===== src/rtl/basic_func_pwm_pkg.sv =====
// Shared definitions for the basic_func_pwm_array LED driver: register map, CTRL/PRESC
// field positions and the byte-lane mask helper.
package basic_func_pwm_pkg;

  localparam int unsigned REG_CTRL  = 0;
  localparam int unsigned REG_PRESC = 1;
  localparam int unsigned REG_DUTY0 = 2;

  localparam int unsigned CTRL_RUN_BIT  = 0;
  localparam int unsigned CTRL_POL_BIT  = 1;
  localparam int unsigned CTRL_STEN_BIT = 31;

  localparam int unsigned PRESC_LSB  = 0;
  localparam int unsigned FADE_LSB   = 16;
  localparam int unsigned FADE_DIV_W = 16;

  function automatic logic [31:0] be_mask(input logic [3:0] be);
    logic [31:0] m;
    for (int b = 0; b < 4; b++) begin
      m[b*8 +: 8] = {8{be[b]}};
    end
    return m;
  endfunction

endpackage


===== src/rtl/pwm_led_chan.sv =====
// One PWM LED channel: target/active duty shadow, optional fade stepper (PWM_FADE_EN),
// duty compare and registered pin driver.
module pwm_led_chan
  import basic_func_pwm_pkg::*;
#(
  parameter int PWM_W      = 8,
  parameter int ACTIVE_LOW = 1
) (
  input  logic             i_clk,
  input  logic             i_rst_n,
  input  logic             i_run,
  input  logic             i_pol,
  input  logic             i_load,
  input  logic             i_step,
  input  logic             i_fade_imm,
  input  logic [PWM_W-1:0] i_cnt,
  input  logic             i_tgt_we,
  input  logic [PWM_W-1:0] i_tgt_wdata,
  output logic [PWM_W-1:0] o_target,
  output logic             o_led
);

  localparam logic P_AL = (ACTIVE_LOW != 0);

  logic [PWM_W-1:0] r_target;
  logic [PWM_W-1:0] r_active;
  logic [PWM_W-1:0] w_active_nxt;
  logic             r_led;
  logic             w_on;

  // Target register, written by the bus or the stream at any time.
  always_ff @(posedge i_clk or negedge i_rst_n) begin
    if (!i_rst_n) begin
      r_target <= {PWM_W{1'b0}};
    end else if (i_tgt_we) begin
      r_target <= i_tgt_wdata;
    end
  end

`ifdef PWM_FADE_EN
  always_comb begin
    w_active_nxt = r_active;
    if (i_load) begin
      if (i_fade_imm) begin
        w_active_nxt = r_target;
      end else if (!i_step) begin
        w_active_nxt = r_active;
      end else if (r_active < r_target) begin
        w_active_nxt = r_active + PWM_W'(1);
      end else if (r_active > r_target) begin
        w_active_nxt = r_active - PWM_W'(1);
      end else begin
        w_active_nxt = r_active;
      end
    end else begin
      w_active_nxt = r_active;
    end
  end
`else
  logic w_unused_fade;
  assign w_unused_fade = i_step ^ i_fade_imm;

  always_comb begin
    w_active_nxt = r_active;
    if (i_load) begin
      w_active_nxt = r_target;
    end else begin
      w_active_nxt = r_active;
    end
  end
`endif

  always_ff @(posedge i_clk or negedge i_rst_n) begin
    if (!i_rst_n) begin
      r_active <= {PWM_W{1'b0}};
    end else begin
      r_active <= w_active_nxt;
    end
  end

  // Counter never reaches MAX, so duty MAX is always on and duty 0 always off.
  assign w_on = (i_cnt < r_active);

  always_ff @(posedge i_clk or negedge i_rst_n) begin
    if (!i_rst_n) begin
      r_led <= P_AL;
    end else if (!i_run) begin
      r_led <= P_AL ^ i_pol;
    end else begin
      r_led <= w_on ^ P_AL ^ i_pol;
    end
  end

  assign o_target = r_target;
  assign o_led    = r_led;

endmodule


===== src/rtl/basic_func_pwm_array.sv =====
// N-channel PWM LED driver top: Avalon-MM registers, Avalon-ST duty stream, shared prescaler
// and period counter. Define PWM_FADE_EN to build the per-boundary fade stepper.
module basic_func_pwm_array
  import basic_func_pwm_pkg::*;
#(
  parameter  int NUM_CH     = 3,
  parameter  int PWM_W      = 8,
  parameter  int PRESC_W    = 16,
  parameter  int ACTIVE_LOW = 1,
  localparam int ADDR_W     = $clog2(NUM_CH + 2)
) (
  input  logic                    csi_MCLK_clk,
  input  logic                    rsi_MRST_reset_n,
  input  logic [ADDR_W-1:0]       avs_LEDD_address,
  input  logic [31:0]             avs_LEDD_writedata,
  output logic [31:0]             avs_LEDD_readdata,
  input  logic [3:0]              avs_LEDD_byteenable,
  input  logic                    avs_LEDD_write,
  input  logic                    avs_LEDD_read,
  input  logic [NUM_CH*PWM_W-1:0] asi_LEDS_data,
  input  logic                    asi_LEDS_valid,
  output logic                    asi_LEDS_ready,
  output logic [NUM_CH-1:0]       coe_LED
);

  localparam logic [PWM_W-1:0]  CNT_LAST = {{(PWM_W-1){1'b1}}, 1'b0};
  localparam logic [ADDR_W-1:0] A_CTRL   = ADDR_W'(REG_CTRL);
  localparam logic [ADDR_W-1:0] A_PRESC  = ADDR_W'(REG_PRESC);

  logic               r_run;
  logic               r_pol;
  logic               r_st_en;
  logic [PRESC_W-1:0] r_presc;
  logic [PRESC_W-1:0] r_presc_cnt;
  logic [PWM_W-1:0]   r_cnt;
  logic [31:0]        w_mask;
  logic               w_wr_ctrl;
  logic               w_wr_presc;
  logic               w_st_acc;
  logic               w_tick;
  logic               w_boundary;
  logic               w_run_start;
  logic               w_load;
  logic               w_fade_step;
  logic               w_fade_imm;
  logic [31:0]        w_ctrl_rd;
  logic [31:0]        w_presc_rd;
  logic [31:0]        w_duty_rd;
  logic [PWM_W-1:0]   w_target [NUM_CH];
  logic               w_unused;

  assign w_mask      = be_mask(avs_LEDD_byteenable);
  assign w_wr_ctrl   = avs_LEDD_write & (avs_LEDD_address == A_CTRL);
  assign w_wr_presc  = avs_LEDD_write & (avs_LEDD_address == A_PRESC);
  assign w_st_acc    = asi_LEDS_valid & r_st_en;
  assign w_tick      = r_run & (r_presc_cnt == r_presc);
  assign w_boundary  = w_tick & (r_cnt == CNT_LAST);
  // Restarting from stop loads the shadow on the same edge the counter leaves its held zero.
  assign w_run_start = w_wr_ctrl & w_mask[CTRL_RUN_BIT] & avs_LEDD_writedata[CTRL_RUN_BIT] & ~r_run;
  assign w_load      = w_boundary | w_run_start;

  assign asi_LEDS_ready = r_st_en;
  assign w_unused       = &{1'b0, avs_LEDD_read, avs_LEDD_writedata, w_mask};

  always_ff @(posedge csi_MCLK_clk or negedge rsi_MRST_reset_n) begin
    if (!rsi_MRST_reset_n) begin
      r_run   <= 1'b1;
      r_pol   <= 1'b0;
      r_st_en <= 1'b0;
      r_presc <= {PRESC_W{1'b0}};
    end else begin
      if (w_wr_ctrl) begin
        r_run   <= (r_run & ~w_mask[CTRL_RUN_BIT]) |
                   (avs_LEDD_writedata[CTRL_RUN_BIT] & w_mask[CTRL_RUN_BIT]);
        r_pol   <= (r_pol & ~w_mask[CTRL_POL_BIT]) |
                   (avs_LEDD_writedata[CTRL_POL_BIT] & w_mask[CTRL_POL_BIT]);
        r_st_en <= (r_st_en & ~w_mask[CTRL_STEN_BIT]) |
                   (avs_LEDD_writedata[CTRL_STEN_BIT] & w_mask[CTRL_STEN_BIT]);
      end
      if (w_wr_presc) begin
        r_presc <= (r_presc & ~w_mask[PRESC_LSB +: PRESC_W]) |
                   (avs_LEDD_writedata[PRESC_LSB +: PRESC_W] & w_mask[PRESC_LSB +: PRESC_W]);
      end
    end
  end

  // A PRESC write restarts the prescale count so a shrinking divider takes effect at once.
  always_ff @(posedge csi_MCLK_clk or negedge rsi_MRST_reset_n) begin
    if (!rsi_MRST_reset_n) begin
      r_presc_cnt <= {PRESC_W{1'b0}};
    end else if (w_wr_presc || !r_run || w_tick) begin
      r_presc_cnt <= {PRESC_W{1'b0}};
    end else begin
      r_presc_cnt <= r_presc_cnt + PRESC_W'(1);
    end
  end

  always_ff @(posedge csi_MCLK_clk or negedge rsi_MRST_reset_n) begin
    if (!rsi_MRST_reset_n) begin
      r_cnt <= {PWM_W{1'b0}};
    end else if (!r_run || w_boundary) begin
      r_cnt <= {PWM_W{1'b0}};
    end else if (w_tick) begin
      r_cnt <= r_cnt + PWM_W'(1);
    end
  end

`ifdef PWM_FADE_EN
  logic [FADE_DIV_W-1:0] r_fade_div;
  logic [FADE_DIV_W-1:0] r_fade_cnt;

  assign w_fade_imm  = (r_fade_div == {FADE_DIV_W{1'b0}});
  assign w_fade_step = (r_fade_cnt >= (r_fade_div - FADE_DIV_W'(1)));

  // Counts load events; every fade_div-th one lets the channels step one code.
  always_ff @(posedge csi_MCLK_clk or negedge rsi_MRST_reset_n) begin
    if (!rsi_MRST_reset_n) begin
      r_fade_div <= {FADE_DIV_W{1'b0}};
      r_fade_cnt <= {FADE_DIV_W{1'b0}};
    end else if (w_wr_presc) begin
      r_fade_div <= (r_fade_div & ~w_mask[FADE_LSB +: FADE_DIV_W]) |
                    (avs_LEDD_writedata[FADE_LSB +: FADE_DIV_W] & w_mask[FADE_LSB +: FADE_DIV_W]);
      r_fade_cnt <= {FADE_DIV_W{1'b0}};
    end else if (w_load && !w_fade_imm) begin
      r_fade_cnt <= w_fade_step ? {FADE_DIV_W{1'b0}} : r_fade_cnt + FADE_DIV_W'(1);
    end
  end
`else
  assign w_fade_imm  = 1'b1;
  assign w_fade_step = 1'b0;
`endif

  always_comb begin
    w_ctrl_rd                = 32'd0;
    w_ctrl_rd[CTRL_RUN_BIT]  = r_run;
    w_ctrl_rd[CTRL_POL_BIT]  = r_pol;
    w_ctrl_rd[CTRL_STEN_BIT] = r_st_en;
    w_presc_rd                          = 32'd0;
    w_presc_rd[PRESC_LSB +: PRESC_W]    = r_presc;
`ifdef PWM_FADE_EN
    w_presc_rd[FADE_LSB +: FADE_DIV_W]  = r_fade_div;
`else
    w_presc_rd[FADE_LSB +: FADE_DIV_W]  = {FADE_DIV_W{1'b0}};
`endif
    w_duty_rd = 32'd0;
    for (int i = 0; i < NUM_CH; i++) begin
      w_duty_rd = w_duty_rd | ((avs_LEDD_address == ADDR_W'(REG_DUTY0 + i)) ?
                               {{(32-PWM_W){1'b0}}, w_target[i]} : 32'd0);
    end
  end

  always_comb begin
    avs_LEDD_readdata = 32'd0;
    case (avs_LEDD_address)
      A_CTRL:  avs_LEDD_readdata = w_ctrl_rd;
      A_PRESC: avs_LEDD_readdata = w_presc_rd;
      default: avs_LEDD_readdata = w_duty_rd;
    endcase
  end

  for (genvar gi = 0; gi < NUM_CH; gi++) begin : g_ch
    logic             w_duty_we;
    logic [PWM_W-1:0] w_duty_wdata;

    assign w_duty_we    = w_st_acc |
                          (avs_LEDD_write & ~r_st_en & (avs_LEDD_address == ADDR_W'(REG_DUTY0 + gi)));
    assign w_duty_wdata = w_st_acc ? asi_LEDS_data[gi*PWM_W +: PWM_W] :
                          ((w_target[gi] & ~w_mask[PWM_W-1:0]) |
                           (avs_LEDD_writedata[PWM_W-1:0] & w_mask[PWM_W-1:0]));

    pwm_led_chan #(
      .PWM_W      (PWM_W),
      .ACTIVE_LOW (ACTIVE_LOW)
    ) u_chan (
      .i_clk       (csi_MCLK_clk),
      .i_rst_n     (rsi_MRST_reset_n),
      .i_run       (r_run),
      .i_pol       (r_pol),
      .i_load      (w_load),
      .i_step      (w_fade_step),
      .i_fade_imm  (w_fade_imm),
      .i_cnt       (r_cnt),
      .i_tgt_we    (w_duty_we),
      .i_tgt_wdata (w_duty_wdata),
      .o_target    (w_target[gi]),
      .o_led       (coe_LED[gi])
    );
  end

endmodule


===== config.mk =====
export PLATFORM = sky130hd
export DESIGN_NAME = basic_func_pwm_array
export DESIGN_NICKNAME = d
export VERILOG_FILES = /design/src/rtl/basic_func_pwm_pkg.sv /design/src/rtl/pwm_led_chan.sv /design/src/rtl/basic_func_pwm_array.sv
export SDC_FILE = /design/constraint.sdc
export NUM_CORES = 1
export LEC_CHECK = 0
export CORE_UTILIZATION = 48
export DETAILED_ROUTE_END_ITERATION = 12
export GPL_ROUTABILITY_DRIVEN = 0
export PLACE_DENSITY = 0.81
export SKIP_CTS_REPAIR_TIMING = 1
export SLEW_MARGIN = 20
export SYNTH_ARGS = -nofsm -noshare
export SYNTH_HDL_FRONTEND = slang
export SYNTH_SLANG_ARGS = --single-unit

===== constraint.sdc =====
create_clock -name csi_MCLK_clk -period 2.2 [get_ports csi_MCLK_clk]
set_clock_uncertainty 0.1 [all_clocks]
set_input_delay 0.22 -clock csi_MCLK_clk [delete_from_list [all_inputs] [get_ports csi_MCLK_clk]]
set_output_delay 0.22 -clock csi_MCLK_clk [all_outputs]
set_load 0.02 [all_outputs]

==> results of run 1 <==
-- cells by family (layout without fill, tap and decap cells) --
logic type                 Yosys count  in the layout  synth area share (%)
adders and majority gates           24             24                  5.56
xor gates and xnor gates            33             33                  5.35
AOI/OAI and AO/OA                   77             77                  9.03
other                                1             15                0.0694
buffers and inverters               65            156                  6.25
and+or+nand+nor                    142            142                  13.8
muxes                               75             75                  16.3
DFF                                 94             94                  43.6
-- routing by layer --
metal / global-route usage, % / vias up / part of all wire, % / routed length, um
met4: 8.12 / 0 / 2.3 / 312
li1: - / 1946 / - / -
met5: 0 / - / 0 / 0
met2: 40.8 / 167 / 50 / 6710
met1: 31.2 / 2141 / 42 / 5620
met3: 3.07 / 28 / 5.0 / 660
-- cell usage in the layout (no fill, tap or decap), drive strengths merged, types with 4 or more instances in the layout --
cell	count
nand2b	7
xor2	26
inv	25
mux2	44
a21oi	7
dfstp	4
ha	24
xnor2	7
dfrtp	90
a221o	4
clkbuf	9
buf	46
nand3	17
dlymetal6s2s	18
nand3b	5
nand2	35
o21ai	32
nor4	4
conb	15
a22oi	8
and2	22
clkdlybuf4s50	52
o22ai	7
mux2i	31
and4	5
and3	12
nor2	22
-- critical path, delay by kind of cell, from the launching register on --
family                 cells  cell delay, ns
AND/OR/NAND/NOR            2            0.40
multiplexers               1            0.32
XOR/XNOR                   1            0.19
flip-flops                 1            0.40
buffers and inverters      2            0.37
AO/OA/AOI/OAI              1            0.33
-- power breakdown --
group | switching (uW) | total, uW | internal (uW) | leakage, uW
registers | 393 | 2520 | 2130 | 0.00121
logic | 711 | 1500 | 790 | 0.00217
clock network | 646 | 1190 | 541 | 0.0000980
-- worst max path at each step --
stage	endpoint	cells after the start
2_1_floorplan	g_ch[0].u_chan.r_active[1]	7
3_5_place_dp	g_ch[1].u_chan.r_active[7]	9
4_1_cts	avs_LEDD_readdata[0]	6
5_1_grt	g_ch[2].u_chan.r_active[7]	7
3_3_place_gp	g_ch[0].u_chan.r_active[0]	9
6_report	g_ch[2].u_chan.r_active[7]	7
-- final cells by class --
| cell class | instances | area share [%] |
|---|---|---|
| multi-input cells | 366 | 41.4 |
| flip-flops and latches | 94 | 34.7 |
| repair buffers | 117 | 17.0 |
| well taps | 140 | 2.58 |
| clock buffers | 9 | 1.82 |
| inverters | 23 | 1.27 |
| clock inverters | 7 | 1.22 |
-- per-stage QoR --
stage               power, uW  cells  utilization, %  worst slack, ns
floorplan                3380    525               -            0.117
global route             5510    756            62.4          -0.0841
detailed placement       3980    733            59.1           -0.302
finish                   5210    756            62.4          -0.0350
global placement         3900    733            59.1           -0.304
CTS                      5170    749            61.0           -0.266
==> qor.csv, run 1 <==
stage;metric;value;unit
global_routing;grt_pass1_vias;4228;
clocking;htreeDepth;3;
finish;drive_gt1_share;17.9;%
die;initial_core_util;49.6;%
place;hpwl;9.81;mm
detailed_routing;drtAntennaViolNets;0;
setup_path;reg2regPathDepth;7;
die;coreArea;10900;um2
timing;hold_viol_final;0;
timing;fin_tns_setup;-0.344;ns
die;rows;38;
global_routing;grt_pass1_wl;21.5;mm
logic_synthesis;synth_cell_types;48;
setup_path;setup.worst_path.start_class;flip-flop;
logic_synthesis;syn_inst;511;
clocking;cts_buffers;9;
detailed_routing;drt_wl_total;13.3;mm
clocking;clock_sinks;94;
timing;whs;0.291;ns
clocking;clock_path_buffers;2;
finish;multi_input_area;2810;um2
logic_synthesis;yosysWarnings;0;
run_status;violations;setup timing;
finish;area_delta_synth_final;25.7;%
timing;maxSlewViolCount;0;
global_routing;globalRouteOverflowTotal;0;
logic_synthesis;synth_enable_flop_cells;0;
detailed_routing;first_iter_violations;224;
finish;diodes;0;
timing;finalSetupViolCount;24;
clocking;tritoncts;yes;
finish;finalNetCount;703;
place;io_buffers;71;
setup_path;required;2.35;ns
setup_path;crit_fanout;24;
global_routing;grt_usage;23.9;%
logic_synthesis;synthTopCellsByCount;dfrtp_1, nand2_1, mux2i_1, xor2_1, ha_1;
detailed_routing;dr.pass1.iters;5;
setup_path;worstPathCellList;xor2_1 > nor4_2 > buf_4 > nand3_4 > o31a_1 > buf_12 > mux2_1;
detailed_routing;via_per_inst;5.66;
setup_path;slowest_stage;dfrtp_1;
timing;rsz0062_at_grt;true;
timing;layout_setup_ws;-0.0350;ns
die;fp.dieH;108;um
logic_synthesis;yosys.area.top_type_share;41.7;%
place;place_area;6430;um2
die;ios;104;
logic_synthesis;ys.flop_type;dfrtp_1;
timing;tightest_slew;0.506;ns
timing;timing.final.crit_share;102;%
power_and_ir_drop;leakage;0.00348;uW
detailed_routing;num_vias;4282;
logic_synthesis;yosysMostFrequentCell;dfrtp_1;
detailed_routing;drc;0;
logic_synthesis;async_flop_share;100;%
clocking;clk_pin_slew_worst_paths;0.10;ns
logic_synthesis;netlist_area;5400;um2
die;die_w;108;um
setup_path;cp-end-kind;flip-flop;
setup_path;worstSetupStartpoint;r_presc_cnt[10];
logic_synthesis;synth.avg_cell_area;10.6;um2
finish;seq_area;2360;um2
setup_path;r2r_slack;-0.04;ns
setup_path;r2r_start;r_presc_cnt[10];
logic_synthesis;synth_top_area_cell;dfrtp_1;
logic_synthesis;synth-seq-cells;94;
logic_synthesis;seq_area_frac_synth;43.6;%
power_and_ir_drop;power.density;767;nW/um2
hold_path;hold_path.startpoint;asi_LEDS_data[14];
setup_path;critPathKind;flip-flop to flip-flop;
run_status;status;finished with violations;
hold_path;min_path_cells;3;
global_routing;antenna_found_initial;0;
logic_synthesis;yosys-top-cells-area;dfrtp_1, mux2i_1, ha_1;
clocking;clockRootBuffer;clkbuf_8;
finish;nFillCells;813;
timing;fmax;447;MHz
flow_run;cap_viol_max_count;0;
clocking;worstSkewPairLatency;0.37;ns
detailed_routing;wire_per_inst;17.6;um
timing;fin_crit;2.24;ns
setup_path;arrival;2.39;ns
finish;design_area;6790;um2
timing;relSlewSlack;66.3;%
setup_path;critPathMaxStageDelay;0.40;ns
hold_path;hold_class;input pin to flip-flop;
global_routing;grt_max_degree;49;
power_and_ir_drop;ir_drop;0.394;mV
setup_path;r2r-end;g_ch[2].u_chan.r_active[7];
die;die_area;11700;um2
Power figures use the tool's default switching activity.
==> run 2, diff against run 1 <==
--- a/config.mk
+++ b/config.mk
@@ -6,6 +6,7 @@
 export NUM_CORES = 1
 export LEC_CHECK = 0
 export CORE_UTILIZATION = 48
+export CTS_CLUSTER_SIZE = 10
 export DETAILED_ROUTE_END_ITERATION = 12
 export GPL_ROUTABILITY_DRIVEN = 0
 export PLACE_DENSITY = 0.81
==> results of run 2 <==
The final DEF is identical to that of run 1; final timing and power are the same.
==> run 3, diff against run 2 <==
--- a/config.mk
+++ b/config.mk
@@ -5,11 +5,11 @@
 export SDC_FILE = /design/constraint.sdc
 export NUM_CORES = 1
 export LEC_CHECK = 0
-export CORE_UTILIZATION = 48
+export CORE_UTILIZATION = 57
 export CTS_CLUSTER_SIZE = 10
 export DETAILED_ROUTE_END_ITERATION = 12
 export GPL_ROUTABILITY_DRIVEN = 0
-export PLACE_DENSITY = 0.81
+export PLACE_DENSITY = 0.9
 export SKIP_CTS_REPAIR_TIMING = 1
 export SLEW_MARGIN = 20
 export SYNTH_ARGS = -nofsm -noshare
==> constraint.sdc (replaced) <==
create_clock -name csi_MCLK_clk -period 2.9 [get_ports csi_MCLK_clk]
set_clock_uncertainty 0.1 [all_clocks]
set_input_delay 0.435 -clock csi_MCLK_clk [delete_from_list [all_inputs] [get_ports csi_MCLK_clk]]
set_output_delay 0.435 -clock csi_MCLK_clk [all_outputs]
set_load 0.02 [all_outputs]
==> run 3 against run 2 <==
The flow now finishes without violations; routed wire length fell by 3.2%; combinational power fell by 29%; clock power shrank 20%; die area is 16% lower; global-route usage rose by 4.1 points; utilization rose by 7.7 points; non-clock buffer count shrank 30; critical path depth stayed put; largest cell class unchanged.
==> qor.csv, run 3 (synthesis results as in run 1) <==
stage;metric;value;unit;change
clocking;clk_pin_slew_worst_paths;0.09;ns;was 0.10 ns
detailed_routing;dr.pass1.iters;5;;unchanged
global_routing;grt_max_degree;56;;was 49
setup_path;worstSetupStartpoint;avs_LEDD_address[0];;was r_presc_cnt[10]
place;hpwl;9.73;mm;was 9.81 mm
timing;layout_setup_ws;0.0436;ns;was -0.0350 ns
place;dpl.cell_count;680;;was 733
finish;diodes;0;;unchanged
setup_path;critPathKind;input pin to output port;;was flip-flop to flip-flop
setup_path;setup.worst_path.start_class;input pin;;was flip-flop
detailed_routing;wire_per_inst;18.5;um;was 17.6 um
die;die_area;9870;um2;was 11700 um2
timing;finalSetupViolCount;0;;was 24
timing;fin_crit;2.86;ns;
detailed_routing;drt_wl_total;12.9;mm;was 13.3 mm
timing;relSlewSlack;56.5;%;was 66.3%
power_and_ir_drop;leakage;0.00326;uW;was 0.00348 uW
timing;timing.final.crit_share;98.5;%;
global_routing;grt_usage;27.9;%;was 23.9%
finish;drive_gt1_share;11.6;%;was 17.9%
detailed_routing;drc;0;;unchanged
detailed_routing;first_iter_violations;221;;was 224
clocking;clock_path_buffers;2;;unchanged
flow_run;cap_viol_max_count;0;;unchanged
power_and_ir_drop;power.density;611;nW/um2;was 767 nW/um2
die;fp.dieH;99.4;um;was 108 um
timing;fmax;350;MHz;
setup_path;r2r_slack;0.52;ns;was -0.04 ns
setup_path;crit_fanout;8;;was 24
setup_path;required;2.37;ns;was 2.35 ns
die;rows;35;;was 38
timing;tightest_slew;0.653;ns;was 0.506 ns
clocking;worstSkewPairLatency;0.36;ns;was 0.37 ns
global_routing;grt_pass1_vias;4289;;was 4228
finish;finalNetCount;673;;was 703
power_and_ir_drop;total_power;3940;uW;was 5210 uW
die;ios;104;;unchanged
timing;hold_viol_final;0;;unchanged
setup_path;cp-end-kind;output port;;was flip-flop
timing;maxSlewViolCount;0;;unchanged
global_routing;antenna_found_initial;0;;unchanged
finish;stdcell_count;696;;was 756
hold_path;hold_class;flip-flop to flip-flop;;was input pin to flip-flop
place;pre_cts_ws;-0.0687;ns;was -0.302 ns
hold_path;hold_path.startpoint;g_ch[0].u_chan.r_active[0];;was asi_LEDS_data[14]
clocking;htreeDepth;3;;unchanged
global_routing;globalRouteOverflowTotal;0;;unchanged
clocking;cts_buffers;9;;unchanged
place;io_buffers;71;;unchanged
finish;area_delta_synth_final;19.3;%;was 25.7%
setup_path;arrival;2.32;ns;was 2.39 ns
die;die_w;99.4;um;was 108 um
detailed_routing;via_per_inst;5.95;;was 5.66
global_routing;grt_pass1_wl;20.9;mm;was 21.5 mm
die;coreArea;9200;um2;was 10900 um2
clocking;clock_sinks;94;;unchanged
timing;fin_tns_setup;0;ns;was -0.344 ns
detailed_routing;num_vias;4142;;was 4282
finish;final_cell_mix;dfrtp_1, clkdlybuf4s50_1, nand2_1;;was dfrtp_1, clkdlybuf4s50_1, buf_4
clocking;tritoncts;yes;;unchanged
finish;final_common_cell;dfrtp_1;;unchanged
run_status;status;finished clean;;was finished with violations
power_and_ir_drop;ir_drop;0.354;mV;was 0.394 mV
die;initial_core_util;58.7;%;was 49.6%
clocking;clockRootBuffer;clkbuf_8;;unchanged
detailed_routing;drtAntennaViolNets;0;;unchanged
finish;fin_util;70.1;%;was 62.4%
## run 3: cell types whose count changed in the layout (fill, tap and decap cells not counted), sizes merged, moves of 2 or more
cell,change
buf,-30
clkdlybuf4s50,+4
clkinv,-2
dlymetal6s2s,-4
## run 3: path summary, 6_finish.rpt
path                                               to  cells past startpoint
setup reg to reg                      r_presc_cnt[10]                      6
max in group asynchronous                   async pin                      3
hold / removal             g_ch[0].u_chan.r_active[0]                      1
setup / recovery                 avs_LEDD_readdata[6]                      7
min in group asynchronous                    r_cnt[2]                      2
hold reg to reg            g_ch[0].u_chan.r_active[0]                      1
## run 3: through the flow
step,hold WS (ns),cell area (um2)
floorplan,0.0394,5460
global placement,0.339,6190
detailed placement,0.346,6190
CTS,-0.0465,6400
global route,0.436,6450
finish,0.404,6450
## run 3: layout make-up
cell class | instances | area (um2)
Multi-Input combinational cell | 366 | 2760
Fill cell | 635 | 2750
Sequential cell | 94 | 2360
Timing Repair Buffer | 87 | 891
Tap cell | 111 | 139
Clock buffer | 10 | 128
Inverter | 23 | 86.3
Clock inverter | 5 | 83.8
## run 3: layer usage
| metal | share of wire (%) | GRT usage (%) | vias to the layer above |
|---|---|---|---|
| met5 | 0 | 0 | - |
| met4 | 4.5 | 16.9 | 0 |
| met3 | 4.6 | 4.36 | 47 |
| met2 | 49 | 47.1 | 172 |
| met1 | 42 | 34.0 | 2020 |
| li1 | - | - | 1903 |
## run 3: critical path, cell delays in order
cell and delay (ns):
clkdlybuf4s50_1 0.55, buf_4 0.20, nor2b_1 0.06, buf_4 0.15, a22oi_1 0.25, o22ai_1 0.12
clkdlybuf4s50_1 0.55
## run 3: where the power goes
group	leakage (uW)	switching (uW)	total, uW	internal (uW)
registers	0.00122	313	1930	1620
logic	0.00194	508	1060	550
clock network	0.0000990	465	950	484
==> RTL change (flow settings as in run 2) <==
`PWM_W` is set to 8 in 2 places; all go to 12.
--- a/src/rtl/pwm_led_chan.sv
+++ b/src/rtl/pwm_led_chan.sv
@@ -4,5 +4,5 @@
   import basic_func_pwm_pkg::*;
 #(
-  parameter int PWM_W      = 8,
+  parameter int PWM_W      = 12,
   parameter int ACTIVE_LOW = 1
 ) (
--- a/src/rtl/basic_func_pwm_array.sv
+++ b/src/rtl/basic_func_pwm_array.sv
@@ -5,5 +5,5 @@
 #(
   parameter  int NUM_CH     = 3,
-  parameter  int PWM_W      = 8,
+  parameter  int PWM_W      = 12,
   parameter  int PRESC_W    = 16,
   parameter  int ACTIVE_LOW = 1,
Ports: changed (resized asi_LEDS_data); port bits go from 104 to 116. The function was not compared with the original's and may differ.
==> RTL change against run 2 <==
Routed wire length up 36%. Sequential cell count up 28. Sequential share of layout area is 0.19 points higher. Clock power increased to 2.5 times the old value. Design area increased by 29%. Setup slack improved by 0.057 ns. Power up 64%. Area after synthesis rose by 25%. Critical endpoint is now g_ch[1].u_chan.r_active[11]$_DFFE_PN0P_.
==> RTL change: results (changes against run 2) <==
outcome = finished clean
vias in the first global route = 5803 (+37%)
Cell variety after synth = 52 (+8.3%)
sequential share of the synthesized area = 0.453 (+0.0171)
1st-iter DRT viols = 563 (+150%)
port bufs = 83 (+17%)
TritonRoute pass-1 iters = 6 (+1)
LEAKAGE = 4.28 nW (+23%)
clk_lat worst skew = 0.42 ns (+0.05 ns)
Reg2Reg Depth = 7 (unchanged)
Placed Area = 8010 sq um (+25%)
Hold Crit Class = input pin to asynchronous set/reset pin
Layout Nets = 905 (+29%)
share of cells above drive strength 1 = 0.186 (+0.00721)
commonest cells in the netlist = dfrtp_1, a21oi_1, nor2_1
H-tree depth = 4 (+1)
Crit Reg-Reg Endpoint = g_ch[1].u_chan.r_active[11]$_DFFE_PN0P_
Clk pin slew, worst setup/hold paths = 0.06 ns (-0.04 ns)
Worst Setup Start Kind = flip-flop
worst vdd ir = 0.000703 V (+79%)
Post-DP HPWL = 13300 um (+35%)
gr usage total = 0.266 (+0.0275)
DR vias/cell = 5.77 (+1.8%)
crit path max fanout = 12 (-50%)
Hold Slack = 0.205 ns (-0.0855 ns)
Num CTS Buffers = 17 (+8)
global-route wire length before repair = 29300 um (+36%)
Clk pwr share = 0.350 (+0.122)
CTS Root Cell = clkbuf_16
Seq pwr share = 0.402 (-0.082)
FF-to-FF setup slack = 0.02 ns (+0.06 ns)
total net switching power = 2.57 mW (+47%)
top cells by area, synth = dfrtp_1, mux2_2, ha_1, a21oi_1, nor2_1
largest net degree at the start of global routing = 47 (-4.1%)
routed wire length = 18100 um (+36%)
==> RTL change: cell types whose count changed after synthesis, sizes merged, moves of 14 or more <==
cell / delta
dfrtp: +28
inv: +14
and3: +15
a21oi: +76
nor2: +44
mux2i: -29
o21ai: -17
==> RTL change: cell type report <==
cell class                      count  area (sq um)
Tap cell                          176           220
Clock buffer                       27           543
Sequential cell                   122          3060
Inverter                           37           139
Timing Repair Buffer              133          1340
Clock inverter                      5           103
Fill cell                        1016          4690
Multi-Input combinational cell    478          3360
==> RTL change: cells by family after synthesis <==
group | count (synthesis) | share of synthesized area
AND/OR/NAND/NOR | 185 | 0.145
AO/OA/AOI/OAI | 152 | 0.137
flip-flops | 122 | 0.453
buffers and inverters | 80 | 0.0597
multiplexers | 57 | 0.0948
adder cells (fa/ha/maj) | 36 | 0.0668
XOR/XNOR | 33 | 0.0429
other | 1 | 0.000556
==> RTL change: critical path, stage by stage, from the launching register on <==
cell,delay (ns)
dfrtp_1,0.42
xnor2_1,0.29
nand4_1,0.21
nor3_4,0.24
buf_6,0.16
a31oi_4,0.09
buf_4,0.21
mux2_1,0.32
==> RTL change: through the flow <==
| step | utilization | setup slack [ns] | cells | total power, mW |
|---|---|---|---|---|
| 2_1_floorplan | - | 0.192 | 680 | 4.62 |
| 4_1_cts | 0.643 | -0.283 | 973 | 8.53 |
| 5_1_grt | 0.652 | -0.0486 | 978 | 8.93 |
| 3_3_place_gp | 0.595 | -0.211 | 941 | 5.36 |
| 6_report | 0.652 | 0.0217 | 978 | 8.52 |
| 3_5_place_dp | 0.595 | -0.235 | 941 | 5.51 |
==> RTL change: routing by layer <==
layer	GRT usage	vias up	routed length (um)
li1	-	2562	-
met1	0.315	2769	6940
met2	0.448	253	9190
met3	0.0561	56	1190
met4	0.154	0	731
met5	0	-	0
